### src/rtl/seq_multiplier_if.sv
// rtl/seq_multiplier_if.sv - handshake and result bundle for the sequential multiplier
interface seq_multiplier_if #(
  parameter int N = 8
);
  localparam int SW = $clog2(N + 1);

  logic            start;
  logic            sgn;
  logic [N-1:0]    a;
  logic [N-1:0]    b;
  logic            abort;
  logic            busy;
  logic            ready;
  logic [2*N-1:0]  product;
  logic [SW-1:0]   steps;

  modport master (
    output start, sgn, a, b, abort,
    input  busy, ready, product, steps
  );

  modport slave (
    input  start, sgn, a, b, abort,
    output busy, ready, product, steps
  );
endinterface

### src/rtl/seq_multiplier.sv
// rtl/seq_multiplier.sv - shift-and-add multiplier, signed/unsigned, optional early stop
module seq_multiplier #(
  parameter int N          = 8,
  parameter int EARLY_STOP = 1
) (
  input  logic              clock,
  input  logic              reset,
  seq_multiplier_if.slave   bus
);
  localparam int KW = $clog2(N + 1);

  localparam logic [1:0] IDLE  = 2'd0;
  localparam logic [1:0] LOAD  = 2'd1;
  localparam logic [1:0] CYCLE = 2'd2;
  localparam logic [1:0] DONE  = 2'd3;

  logic [1:0]     state;
  logic [N-1:0]   a_r, b_r;
  logic           sgn_r;
  logic [N-1:0]   m_r, q_r;
  logic [2*N-1:0] p_r;
  logic [KW-1:0]  k_r;
  logic           neg_r;
  logic           busy_r, ready_r;
  logic [2*N-1:0] product_r;
  logic [KW-1:0]  steps_r;

  // Negating -2^(N-1) wraps to 2^(N-1), which is exact when read as unsigned
  logic [N-1:0]   mag_a, mag_b;
  logic [2*N-1:0] addend, p_final;
  logic           finish;

  assign mag_a   = (sgn_r && a_r[N-1]) ? N'(~a_r + 1'b1) : a_r;
  assign mag_b   = (sgn_r && b_r[N-1]) ? N'(~b_r + 1'b1) : b_r;
  assign addend  = q_r[0] ? ({{N{1'b0}}, m_r} << k_r) : '0;
  assign p_final = neg_r ? (~p_r + 1'b1) : p_r;
  assign finish  = (k_r == KW'(N)) || ((EARLY_STOP != 0) && (q_r == '0));

  always_ff @(posedge clock or posedge reset) begin
    if (reset) begin
      state     <= IDLE;
      a_r       <= '0;
      b_r       <= '0;
      sgn_r     <= 1'b0;
      m_r       <= '0;
      q_r       <= '0;
      p_r       <= '0;
      k_r       <= '0;
      neg_r     <= 1'b0;
      busy_r    <= 1'b0;
      ready_r   <= 1'b0;
      product_r <= '0;
      steps_r   <= '0;
    end else begin
      case (state)
        IDLE, DONE: begin
          if (bus.start && !bus.abort) begin
            a_r     <= bus.a;
            b_r     <= bus.b;
            sgn_r   <= bus.sgn;
            ready_r <= 1'b0;
            busy_r  <= 1'b1;
            state   <= LOAD;
          end
        end
        LOAD: begin
          if (bus.abort) begin
            busy_r <= 1'b0;
            state  <= IDLE;
          end else begin
            m_r   <= mag_a;
            q_r   <= mag_b;
            p_r   <= '0;
            k_r   <= '0;
            neg_r <= sgn_r & (a_r[N-1] ^ b_r[N-1]);
            state <= CYCLE;
          end
        end
        CYCLE: begin
          // Abort outranks completion; product and steps keep their old values
          if (bus.abort) begin
            busy_r <= 1'b0;
            state  <= IDLE;
          end else if (finish) begin
            product_r <= p_final;
            steps_r   <= k_r;
            ready_r   <= 1'b1;
            busy_r    <= 1'b0;
            state     <= DONE;
          end else begin
            p_r <= p_r + addend;
            q_r <= q_r >> 1;
            k_r <= k_r + 1'b1;
          end
        end
        default: state <= IDLE;
      endcase
    end
  end

  assign bus.busy    = busy_r;
  assign bus.ready   = ready_r;
  assign bus.product = product_r;
  assign bus.steps   = steps_r;
endmodule
### src/flat_wrapper.sv
// flat-port wrapper written by rule: the top's interface ports become plain ports
module seq_multiplier_flat 
#(
  parameter int N          = 8,
  parameter int EARLY_STOP = 1
)
  (clock, reset, bus_start, bus_sgn, bus_a, bus_b, bus_abort, bus_busy, bus_ready, bus_product, bus_steps);
  seq_multiplier_if #(.N(N)) bus_i ();
  input  logic clock;
  input  logic reset;
  input wire logic [$bits(bus_i.start)-1:0] bus_start;
  input wire logic [$bits(bus_i.sgn)-1:0] bus_sgn;
  input wire logic [$bits(bus_i.a)-1:0] bus_a;
  input wire logic [$bits(bus_i.b)-1:0] bus_b;
  input wire logic [$bits(bus_i.abort)-1:0] bus_abort;
  output wire logic [$bits(bus_i.busy)-1:0] bus_busy;
  output wire logic [$bits(bus_i.ready)-1:0] bus_ready;
  output wire logic [$bits(bus_i.product)-1:0] bus_product;
  output wire logic [$bits(bus_i.steps)-1:0] bus_steps;
  assign bus_i.start = bus_start;
  assign bus_i.sgn = bus_sgn;
  assign bus_i.a = bus_a;
  assign bus_i.b = bus_b;
  assign bus_i.abort = bus_abort;
  assign bus_busy = bus_i.busy;
  assign bus_ready = bus_i.ready;
  assign bus_product = bus_i.product;
  assign bus_steps = bus_i.steps;
  seq_multiplier #(.N(N), .EARLY_STOP(EARLY_STOP)) u_core (.clock(clock), .reset(reset), .bus(bus_i));
endmodule
### config.mk
export PLATFORM = sky130hd
export DESIGN_NAME = seq_multiplier_flat
export DESIGN_NICKNAME = d
export VERILOG_FILES = /design/src/rtl/seq_multiplier_if.sv /design/src/rtl/seq_multiplier.sv /design/src/flat_wrapper.sv
export SDC_FILE = /design/constraint.sdc
export NUM_CORES = 1
export LEC_CHECK = 0
export ABC_AREA = 1
export CORE_ASPECT_RATIO = 1.1
export CORE_MARGIN = 1
export CORE_UTILIZATION = 53
export CTS_CLUSTER_DIAMETER = 120
export CTS_CLUSTER_SIZE = 28
export DETAILED_ROUTE_END_ITERATION = 7
export PLACE_DENSITY = 0.77
export SLEW_MARGIN = 20
export SYNTH_ARGS = -nofsm -noshare
export SYNTH_HDL_FRONTEND = slang
export SYNTH_SLANG_ARGS = --single-unit
### constraint.sdc
create_clock -name clock -period 2.3 [get_ports clock]
set_clock_uncertainty 0.2 [all_clocks]
set_input_delay 0.23 -clock clock [delete_from_list [all_inputs] [get_ports clock]]
set_output_delay 0.23 -clock clock [all_outputs]
set_load 0.02 [all_outputs]
After elaboration in Yosys (flattened, before gate mapping)
Cells that the tools add are included.
{"block": "classes", "eq_ne": 11, "bitwise": 6, "muxes": 30, "reduce_logical": 17, "addsub": 5, "shifts": 1}
{"operator": "$mux W16", "count": 5}
{"operator": "$mux W8", "count": 5}
{"operator": "$pmux W16 S2", "count": 1}
{"operator": "$add A16 B1 Y16 const B", "count": 1}
{"operator": "$add A16 B16 Y16", "count": 1}
{"operator": "$add A8 B1 Y8 const B", "count": 2}
{"operator": "$not A16 Y16", "count": 1}
{"operator": "$not A8 Y8", "count": 2}
{"operator": "$pmux W8 S2", "count": 1}
{"operator": "$shl A8 B4 Y16", "count": 1}
{"operator": "$mux W4", "count": 3}
{"operator": "$logic_not A8 Y1", "count": 1}
{"operator": "$mux W2", "count": 4}
{"operator": "$ne A2 B2 Y1 const B", "count": 4}
{"operator": "$pmux W4 S2", "count": 1}
{"operator": "$reduce_and A4 Y1", "count": 2}
{"operator": "$mux W1", "count": 7}
{"operator": "$pmux W2 S3", "count": 1}
{"operator": "$reduce_and A2 Y1", "count": 3}
{"operator": "$reduce_and A3 Y1", "count": 2}
{"operator": "$add A4 B1 Y4 const B", "count": 1}
{"operator": "$eq A2 B2 Y1 const B", "count": 2}
{"operator": "$eq A4 B4 Y1 const B", "count": 1}
{"operator": "$ne A2 B1 Y1 const B", "count": 2}
{"operator": "13 further kinds", "count": 16}
{"block": "totals", "elab_cells": 83, "out_inout_bits": 22, "ff_bits": 78, "in_bits": 21}

Logic depth before layout (Yosys ltp)
Gate-level depths: netlist of the first run.
{"block": "logic_depth", "depth_word": 6, "mapped_depth": 21, "ltp_nobuf": 20}

Worst setup path after synthesis of the first run
Ideal clock, no wire load.
{"block": "synth_timing", "path_type": "register -> register", "from": "register u_core.k_r[1]", "to": "register u_core.p_r[15]", "setup_ns": 0.117, "path_buffers": 2, "t_arrival_ns": 2.149, "required_ns": 1.983, "slack_ns": -0.166, "synth_period_minus_slack_ns": 2.466, "path_stages_with_launch": 17, "path_cell_list": "dfrtp_1 -> buf_2 -> inv_1 -> buf_2 -> o21ai_0 -> o21ai_0 -> a31oi_1 -> ha_1 -> nand2_1 -> inv_1 -> nand2_1 -> nor3_1 -> nand2_1 -> nand2_1 -> nand3_1 -> nand3_1 -> nand2_1"}
{"block": "synth_via", "elab_chain_cells": 6, "word_cells_on_any_way": 10, "classes_between": "add/sub: 1; eq/ne: 2; shift: 1; mux: 4; reduce/logical: 2"}
{"element": "start, declared", "line": "seq_multiplier.sv:22", "rtl": "logic [KW-1:0] k_r;"}
{"element": "start signal, assigned", "line": "seq_multiplier.sv:93", "rtl": "k_r <= k_r + 1'b1;"}
{"element": "$shl A8 B4 Y16", "line": "seq_multiplier.sv:35", "rtl": "assign addend = q_r[0] ? ({{N{1'b0}}, m_r} << k_r) : '0;"}
{"element": "$mux W16", "line": "seq_multiplier.sv:35"}
{"element": "$add A16 B16 Y16", "line": "seq_multiplier.sv:91", "rtl": "p_r <= p_r + addend;"}
{"element": "$mux W16", "line": "seq_multiplier.sv:84", "rtl": "end else if (finish) begin"}
{"element": "$mux W16", "line": "seq_multiplier.sv:81", "rtl": "if (bus.abort) begin"}
{"element": "$pmux W16 S2", "line": "seq_multiplier.sv:55", "rtl": "case (state)"}
{"element": "end signal, assigned", "line": "seq_multiplier.sv:91"}
{"element": "end, declared", "line": "seq_multiplier.sv:21", "rtl": "logic [2*N-1:0] p_r;"}
Several ways; a longest one is shown, not always the timed one. The select of a mux whose other input is x is not followed.
A chain may end at the register's enable or synchronous reset.

Worst setup path after layout of the first run
{"block": "layout_timing", "from": "register u_core.k_r[0]", "to": "register u_core.p_r[15]"}
The elaborated chain is that of the path after synthesis.

==> metrics, run 1 <==
status=finished, violations left; failing checks=setup timing; final wirelength=roughly 14 mm; initial antenna violation count=0; core area=slightly above 9000 sq um; first-pass GRT wire length=about 23 mm; top-area cell type share of the netlist area=0.3858; Nets=~830; vias in the first global route=approximately 5.0k; worst skew pair latency=about 0.36 ns; Synth Warn #=0; Total GRT Usage=0.2981; CTS tree=done; fin cells=a little over 900; Max Root-Sink Buffers=2; die height=around 100 um; endpoints failing setup=13; main flop type after synthesis=dfrtp_1; vias per cell=approximately 5.4; Residual DRC=0; P per Cell Area=1306 nW/um^2; CTS Sinks=78; die footprint=about 10000 sq um; total gr overflow=0; most frequent cells in the layout=146 x nand2_1, 77 x buf_4, 77 x dfrtp_1; Syn Nets=between 700 and 800; Hold Vio Cnt, Final=0; largest net degree at the start of global routing=79; layout cells sized above 1=0.3098; M1 WL=approximately 5.5 mm; drt first pass iters=6; Ports=43; DP Wirelength=about 10 mm; Setup crit end kind=flop; crit path DAT=~2.7 ns; Worst-Margin Slew=about 0.41 ns; CTS Buf Count=9; placer congestion estimate=0.9481; leakage power=approximately 0.0034 uW; Met2 Wirelength=7.343 mm; antenna viol nets, final=0; Die Wd=about 95 um; PortBufs=42; max_slew headroom=0.7231; row count=37; Synth-to-Final Area Change=35.73%; Avg WL per Cell=between 15 and 20 um; Synth async-reset ratio=1.000; slowest CP cell=dfrtp_1; met3 WL post-DR=around 440 um; Syn Inst Count=669; crit path cell chain=inv_2 -> buf_4 -> nand2_4 -> nand3_2 -> nand2_2 -> nand2_1 -> nand3_1 -> o21ai_2 -> buf_4 -> ha_4 -> buf_4 -> nand2_2 -> inv_2 -> nand2_4 -> nor3_4 -> buf_4 -> a21oi_2 -> nand3_1 -> nand3_1 -> nand2_1; Finished Core Util=0.7381; cell count after placement=roughly 880; Initial Utilization=0.5438; Fmax=0.3789 GHz; EDFF count, synth=0; Period minus WS final=2.639 ns; crit start category=flop; Max IR drop VDD=0.0006921 V; Post-Place Worst Slack=-0.4698 ns; Initial DRC Count=276; post-synthesis register bit count=between 70 and 80; critical path's largest stage delay=0.41 ns; crit share post-route=1.147; Max Cap Viol=0; Syn Area/Cell=7.563 sq um; synthesized area=about 5100 sq um; PnR worst setup slack=-0.3391 ns; Hold Crit Class=in2async; kind of critical path=reg2reg; Seq/Total Area, Yosys=0.3858; Top Layer Used=met4; Synth area leader=dfrtp_1; Area contributors post-synth=dfrtp_1 39%, nand2_1 13%, nand3_1 5.8%, ha_1 5.4%, inv_1 5.0%; Layout fillers=702; via count=about 5.0k; Cell variety after synth=43; Clock Tree Root=clkbuf_8; most common library cell in the layout ignoring fill and taps=nand2_1; cell repeated most along the worst path=buf_4; CP Max Fanout=7; Final Max Slew Viols=0; Reg clk slew, reported paths=0.08 ns; RSZ-0062 raised after global routing=true; Antenna diodes=0; H-tree levels=3; CP Data Required Time=between 2 and 2.5 ns; Hold Buf Count CTS=0
-- critical path: cells and delay by family (launching register included) --
kind,cells,cell delay [ns]
AO/OA/AOI/OAI,2,0.10
adder cells (fa/ha/maj),1,0.27
buffers and inverters,6,0.75
flip-flops,1,0.41
AND/OR/NAND/NOR,11,0.83
-- power breakdown --
group          leakage (uW)  internal [uW]  total, uW  switching [uW]
Sequential         0.000970           1930       2400             474
Combinational       0.00227           2340       5330            2990
Clock              0.000115            721       1230             510
Total               0.00336           4990       8970            3970
-- cell families (layout without fill, tap and decap cells) --
family                   Yosys count  in the layout  synth area share
XOR/XNOR                          17             17           0.02943
buffers and inverters             93            218           0.08259
adder cells (fa/ha/maj)           23             23           0.05836
multiplexers                       5              5           0.01113
AND/OR/NAND/NOR                  319            319            0.2760
flip-flops                        78             78            0.3858
AO/OA/AOI/OAI                    134            134            0.1568
-- per-stage QoR --
stage / total power [uW] / hold slack, ns / TNS (ns) / cell area, sq um
after floorplan: 5179 / 0.1805 / -0.1327 / 5107
after global routing: 9643 / 0.1566 / -4.736 / 6868
final: 8966 / 0.1176 / -3.054 / 6868
after global placement: 6664 / 0.2622 / -3.684 / 6083
after detailed placement: 6835 / 0.2674 / -4.567 / 6083
after CTS: 8641 / 0.1356 / -2.398 / 6650
-- final cells by class --
cell class                 count  area, sq um  area share
multi-input combinational    498         3137      0.4567
sequential                    78         1953      0.2844
timing repair buffer         127         1106      0.1610
inverter                      75        295.3     0.04300
tap                          117        146.4     0.02132
clock buffer                  12        135.1     0.01968
clock inverter                 4        95.09     0.01385
-- cell usage after synthesis (5+ instances only) --
cell	count
buf_6	6
inv_2	6
o21ai_0	47
a21oi_1	37
o21ai_2	16
o21ai_1	9
nor3_1	7
nor2_1	50
nand3_1	59
dfrtp_1	78
o22ai_1	8
ha_1	22
nand4_1	6
mux2_2	5
xor2_1	15
nand2_2	5
nand2_1	177
buf_2	6
inv_1	67
-- layer usage --
metal	GRT usage	up-vias
met1	0.3335	2350
li1	-	2452
met4	0.1677	0
met3	0.04751	41
met2	0.5235	117
met5	0	-
-- state kept, by name, summed over array words and instances (netlist names) --
signal and count:
u_core.q_r 8, u_core.b_r 8, u_core.bus.steps 4, u_core.state 2, u_core.m_r 8, u_core.p_r 16
u_core.k_r 4, u_core.a_r 8, u_core.bus.busy 1, u_core.sgn_r 1, u_core.bus.product 16, u_core.bus.ready 1
u_core.neg_r 1
-- final timing paths --
| check | end | slack, ns | cells after the start | start |
|---|---|---|---|---|
| max | u_core.p_r[15] | -0.34 | 20 | u_core.k_r[0] |
| min | u_core.bus.product[2] | 0.12 | 3 | reset |
| max reg2reg | u_core.p_r[15] | -0.34 | 20 | u_core.k_r[0] |
| min reg2reg | u_core.bus.product[13] | 0.29 | 2 | u_core.bus.product[13] |
| max in group asynchronous | u_core.m_r[2] | 1.44 | 3 | reset |
| min in group clock | u_core.a_r[2] | 0.24 | 3 | bus_a[2] |
-- what timing repair did --
action / CTS / global route
resized for setup: 78 / 51
pin swaps: 19 / 25
setup buffers: 6 / 6
setup endpoints to repair: 13 / 15
No activity file was read; power rests on OpenSTA's default activity.
==> run 2: changes to the inputs <==
CORE_UTILIZATION = 42   (was 53)
CTS_CLUSTER_SIZE = 30   (was 28)
PLACE_DENSITY = unset   (was 0.77)
==> run 2 against run 1 <==
The flow still finishes with violations (setup timing); wire length grew 0.62%; die area grew 26%; register-to-register slack gained 0.02 ns; first-iteration DRC count shrank 35%; setup slack gained 0.021 ns; hold slack gained 0.019 ns; sequential power is essentially flat; final cell count grew 5.0%; total power grew 8.6%; non-clock buffer count grew 15.
==> metrics, run 2 (synthesis gave the netlist of run 1 again) <==
Ports=43 (unchanged); Placement Cell Area=6115 sq um (+0.51%); die height=117.1 um (+12%); max_slew headroom=0.7116 (-0.01157); CTS Sinks=78 (unchanged); Worst path top cell family by delay=simple AND/OR/NAND/NOR gates; CP Max Fanout=5 (-2); via count=4,946 (-0.28%); PortBufs=42 (unchanged); DP Wirelength=10.03 mm (+0.15%); multi-input logic area=3344 sq um (+6.6%); PnR worst setup slack=-0.3180 ns (+0.02114 ns); Residual DRC=0 (unchanged); Final Max Slew Viols=0 (unchanged); core area=11,590 sq um (+25%); drt first pass iters=4 (-2); endpoints failing setup=13 (unchanged); H-tree levels=3 (unchanged); crit share post-route=1.138 (-0.009190); CTS tree=done; Initial DRC Count=180 (-35%); Nets=848 (+1.8%); Worst-Margin Slew=0.4327 ns (+0.02169 ns); critical path's largest stage delay=0.42 ns (about the same); Period minus WS final=2.618 ns (-0.02114 ns); Setup crit end kind=flop; most frequent cells in the layout=145 x nand2_1, 83 x buf_4, 77 x dfrtp_1; Sequential cell area=1953 sq um (unchanged); Clock Tree Root=clkbuf_16; Reg clk slew, reported paths=0.06 ns (-0.02 ns); slowest CP cell=dfrtp_2; Hold Crit Class=in2async; Antenna diodes=0 (unchanged); row count=41 (+11%); vias in the first global route=4,732 (-5.7%); largest net degree at the start of global routing=79 (unchanged); die footprint=12,490 sq um (+26%); leakage power=0.003501 uW (+4.2%); cell count after placement=913 (+3.4%); crit path DAT=2.65 ns (-0.09 ns); CP Depth=17 (-15%); Synth-to-Final Area Change=45.75%; crit path cell chain=buf_6 -> buf_6 -> nand2_4 -> buf_4 -> nand3_2 -> nand3_2 -> a21oi_4 -> ha_4 -> buf_6 -> nand2_2 -> inv_2 -> nand2_2 -> nand3_2 -> a21oi_2 -> nand3_1 -> nand2_1 -> o21ai_1; Max IR drop VDD=0.0006377 V (-7.9%); total gr overflow=0 (unchanged); initial antenna violation count=0 (unchanged); CTS Buf Count=9 (unchanged); kind of critical path=reg2reg; crit path buf inv count=5 (-1); most common library cell in the layout ignoring fill and taps=nand2_1; Fmax=0.3820 GHz (+0.81%); fin cells=957 (+5.0%); Hold Buf Count CTS=0 (unchanged); P per Cell Area=1321 nW/um^2 (+1.2%); worst skew pair latency=0.35 ns (about the same); Avg WL per Cell=14.48 um (-4.2%); Max Cap Viol=0 (unchanged); cell depth of the worst flop-to-flop path=17 (-15%); crit start category=flop; placer congestion estimate=0.8904 (-6.1%); Initial Utilization=0.4364 (-0.1073); Layout fillers=1,020 (+45%); Total GRT Usage=0.2310 (-0.06712); final wirelength=13.85 mm (+0.62%); vias per cell=5.168 (-5.1%); RSZ-0062 raised after global routing=true; antenna viol nets, final=0 (unchanged); Die Wd=106.7 um (+12%); CP Data Required Time=2.33 ns (-0.08 ns); Max Root-Sink Buffers=2 (unchanged); Hold Vio Cnt, Final=0 (unchanged); layout cells sized above 1=0.3408 (+0.03094); first-pass GRT wire length=22.27 mm (-2.3%); status=finished, violations left; Post-Layout Inst Area=7375 sq um (+7.4%); failing checks=setup timing
## run 2: cell types whose count changed in the layout (fill, tap and decap cells not counted), sizes merged
cell      change
buf          +15
clkbuf        -2
clkinvlp      +2
inv           -2
bufinv        -1
clkinv        +1
## run 2: worst paths after layout
check,slack [ns],endpoint,start
min in group clock,0.26,u_core.a_r[3],bus_a[3]
worst min register to register,0.28,u_core.bus.product[4],u_core.bus.product[4]
worst max register to register,-0.32,u_core.p_r[13],u_core.k_r[0]
worst max-delay path,-0.32,u_core.p_r[13],u_core.k_r[0]
worst min-delay path,0.14,u_core.bus.product[2],reset
max in group asynchronous,1.40,u_core.k_r[0],reset
## run 2: timing repair
item | in CTS | in global routing
setup buffers | 10 | 21
gates resized for setup | 72 | 107
setup endpoints to repair | 13 | 17
pin swaps | 25 | 48
gates cloned | 0 | 0
## run 2: through the flow
step	power, uW	hold slack, ns	setup slack, ns	util	TNS (ns)
after floorplan	5179	0.1805	-0.06290	-	-0.1327
after global placement	6710	0.2644	-0.4803	0.5274	-4.212
after detailed placement	6775	0.2670	-0.4836	0.5274	-4.371
after CTS	8854	0.1679	-0.2801	0.5839	-2.224
after global routing	10480	0.1889	-0.4533	0.6361	-4.723
final	9740	0.1366	-0.3180	0.6361	-2.972
## run 2: power breakdown
part / internal, uW / switching (uW) / leakage (uW)
combinational: 2700 / 3080 / 0.00238
sequential: 1930 / 487 / 0.000970
clock: 966 / 567 / 0.000150
## run 2: layer usage
metal,up-vias,track usage,routed length [um]
met2,78,0.4361,7386
li1,2491,-,-
met4,0,0.08402,345
met3,21,0.03599,393
met5,-,0,0
met1,2356,0.2639,5728
## run 2: worst reg2reg max path, stage by stage (launching register included)
cell	delay, ns
dfrtp_2	0.42
buf_6	0.12
buf_6	0.10
nand2_4	0.05
buf_4	0.13
nand3_2	0.08
nand3_2	0.11
a21oi_4	0.20
ha_4	0.23
buf_6	0.13
nand2_2	0.09
inv_2	0.06
nand2_2	0.07
nand3_2	0.12
a21oi_2	0.21
nand3_1	0.09
nand2_1	0.06
o21ai_1	0.05
## run 2: cell type report
class | count | area share
clock buffer | 10 | 0.03241
multi-input combinational | 498 | 0.4535
timing repair buffer | 142 | 0.1703
clock inverter | 4 | 0.009841
sequential | 78 | 0.2648
inverter | 75 | 0.04360
tap | 150 | 0.02545
==> run 3: changes to the inputs <==
CTS_BUF_LIST = sky130_fd_sc_hd__clkbuf_16   (was unset)
==> run 3 against run 2 <==
Global-route usage about the same; count of clock-buffer cells in the layout down 1; die area did not move; utilization down 0.12 points; via count shrank 0.20%; the flow still finishes with violations (setup timing); highest routed layer unchanged; final area down 0.19%; register-to-register slack gained 0.02 ns.
==> metrics, run 3 (synthesis gave the netlist of run 1 again) <==
status=finished, violations left; failing checks=setup timing; PortBufs=42 (unchanged); CTS Buf Count=9 (unchanged); via count=4,936 (-0.20%); most frequent cells in the layout=145 x nand2_1, 84 x buf_4, 77 x dfrtp_1; Initial DRC Count=179 (-0.56%); M1 WL=5.748 mm (+0.35%); vias per cell=5.158 (-0.20%); kind of critical path=reg2reg; die footprint=12,490 sq um (unchanged); Power Total=9707 uW (-0.35%); Reg clk slew, reported paths=0.06 ns (about the same); row count=41 (unchanged); Residual DRC=0 (unchanged); first-pass GRT wire length=22.29 mm (about the same); core area=11,590 sq um (unchanged); worst skew pair latency=0.35 ns (about the same); crit path cell chain=buf_6 -> buf_6 -> nand2_4 -> buf_4 -> nand3_2 -> nand3_2 -> a21oi_4 -> ha_4 -> buf_6 -> nand2_2 -> inv_2 -> nand2_2 -> nand3_2 -> a21oi_2 -> nand3_1 -> nand2_1 -> o21ai_1; Max Cap Viol=0 (unchanged); crit share post-route=1.132 (-0.006739); Nets=848 (unchanged); largest net degree at the start of global routing=79 (unchanged); antenna viol nets, final=0 (unchanged); Worst path top cell family by delay=simple AND/OR/NAND/NOR gates; initial antenna violation count=0 (unchanged); crit path DAT=2.63 ns (-0.02 ns); Met2 Wirelength=7.430 mm (+0.60%); Total GRT Usage=0.2311 (about the same); Max IR drop VDD=0.0006358 V (-0.30%); Antenna diodes=0 (unchanged); most common library cell in the layout ignoring fill and taps=nand2_1; placer congestion estimate=0.8904 (unchanged); Fmax=0.3842 GHz (+0.60%); P per Cell Area=1319 nW/um^2 (-0.16%); Worst-Margin Slew=0.4224 ns (-0.01028 ns); Layout fillers=1,027 (+0.69%); Clock Tree Root=clkbuf_16; CTS tree=done; cell depth of the worst flop-to-flop path=17 (unchanged); Hold Crit Class=in2async; Ports=43 (unchanged); Initial Utilization=0.4364 (unchanged); Avg WL per Cell=14.49 um (+0.10%); Final Max Slew Viols=0 (unchanged); Top Layer Used=met4; drt first pass iters=4 (unchanged); layout cells sized above 1=0.3395 (-0.001239); Setup crit end kind=flop; CP Depth=17 (unchanged); CP Max Fanout=5 (unchanged); DP Wirelength=10.03 mm (unchanged); total negative slack=-2.917 ns (+0.05448 ns); CTS Sinks=78 (unchanged); H-tree levels=3 (unchanged); slowest CP cell=dfrtp_2; vias in the first global route=4,730 (-0.042%); total gr overflow=0 (unchanged); Die Wd=106.7 um (unchanged); endpoints failing setup=13 (unchanged); crit start category=flop; max_slew headroom=0.7184 (+0.006850); Hold Vio Cnt, Final=0 (unchanged); Period minus WS final=2.602 ns (-0.01550 ns); critical path's largest stage delay=0.42 ns (about the same); Synth-to-Final Area Change=45.47%; RSZ-0062 raised after global routing=true; crit path buf inv count=5 (unchanged); Max Root-Sink Buffers=2 (unchanged); PnR worst setup slack=-0.3025 ns (+0.01550 ns); final wirelength=13.87 mm (+0.10%); die height=117.1 um (unchanged); leakage power=0.003493 uW (-0.21%); Hold Buf Count CTS=0 (unchanged); met3 WL post-DR=349 um (-11%); CP Data Required Time=2.33 ns (about the same)
[run 3: metal layers]
metal,vias to the layer above,global-route usage
met5,-,0
met3,22,0.03599
li1,2490,-
met4,0,0.08402
met2,73,0.4366
met1,2351,0.2639
[run 3: report_power, final]
group | switching, uW | internal [uW] | leakage (uW)
registers | 487 | 1930 | 0.000970
logic | 3090 | 2700 | 0.00238
clock network | 564 | 932 | 0.000145
[run 3: worst paths after layout]
kind                                        startpoint                      to  slack [ns]
min in group clock                            bus_a[3]           u_core.a_r[3]        0.26
max in group asynchronous                        reset           u_core.k_r[0]        1.41
worst min-delay path                             reset   u_core.bus.product[2]        0.15
worst max register to register           u_core.k_r[0]          u_core.p_r[13]       -0.30
worst min register to register  u_core.bus.product[14]  u_core.bus.product[14]        0.28
worst max-delay path                     u_core.k_r[0]          u_core.p_r[13]       -0.30
[run 3: per-stage QoR]
step | cells | cell area, sq um | setup slack, ns | util | hold slack [ns]
finish | 957 | 7361 | -0.3025 | 0.6349 | 0.1477
global placement | 913 | 6115 | -0.4803 | 0.5274 | 0.2644
global route | 957 | 7361 | -0.4533 | 0.6349 | 0.1925
detailed placement | 913 | 6115 | -0.4836 | 0.5274 | 0.2670
CTS | 937 | 6759 | -0.2801 | 0.5830 | 0.1687
floorplan | 669 | 5107 | -0.06290 | - | 0.1805
[run 3: cell type report]
cell class	count	area, sq um	share of cell area
clock buffer	9	225.2	0.03060
clock inverter	5	76.32	0.01037
inverter	75	321.6	0.04369
multi-input combinational	498	3344	0.4544
sequential	78	1953	0.2653
tap	150	187.7	0.02550
timing repair buffer	142	1252	0.1702
[run 3: repair_timing]
item	CTS	global route
pin swaps	25	48
gates resized for setup	72	106
cloned	0	0
setup endpoints to repair	13	17
buffers inserted	10	21
[run 3: worst reg2reg max path: stages (launching register included)]
cell     delay, ns
dfrtp_2       0.42
buf_6         0.12
buf_6         0.10
nand2_4       0.05
buf_4         0.13
nand3_2       0.08
nand3_2       0.11
a21oi_4       0.20
ha_4          0.23
buf_6         0.13
nand2_2       0.09
inv_2         0.06
nand2_2       0.07
nand3_2       0.12
a21oi_2       0.21
nand3_1       0.09
nand2_1       0.06
o21ai_1       0.05
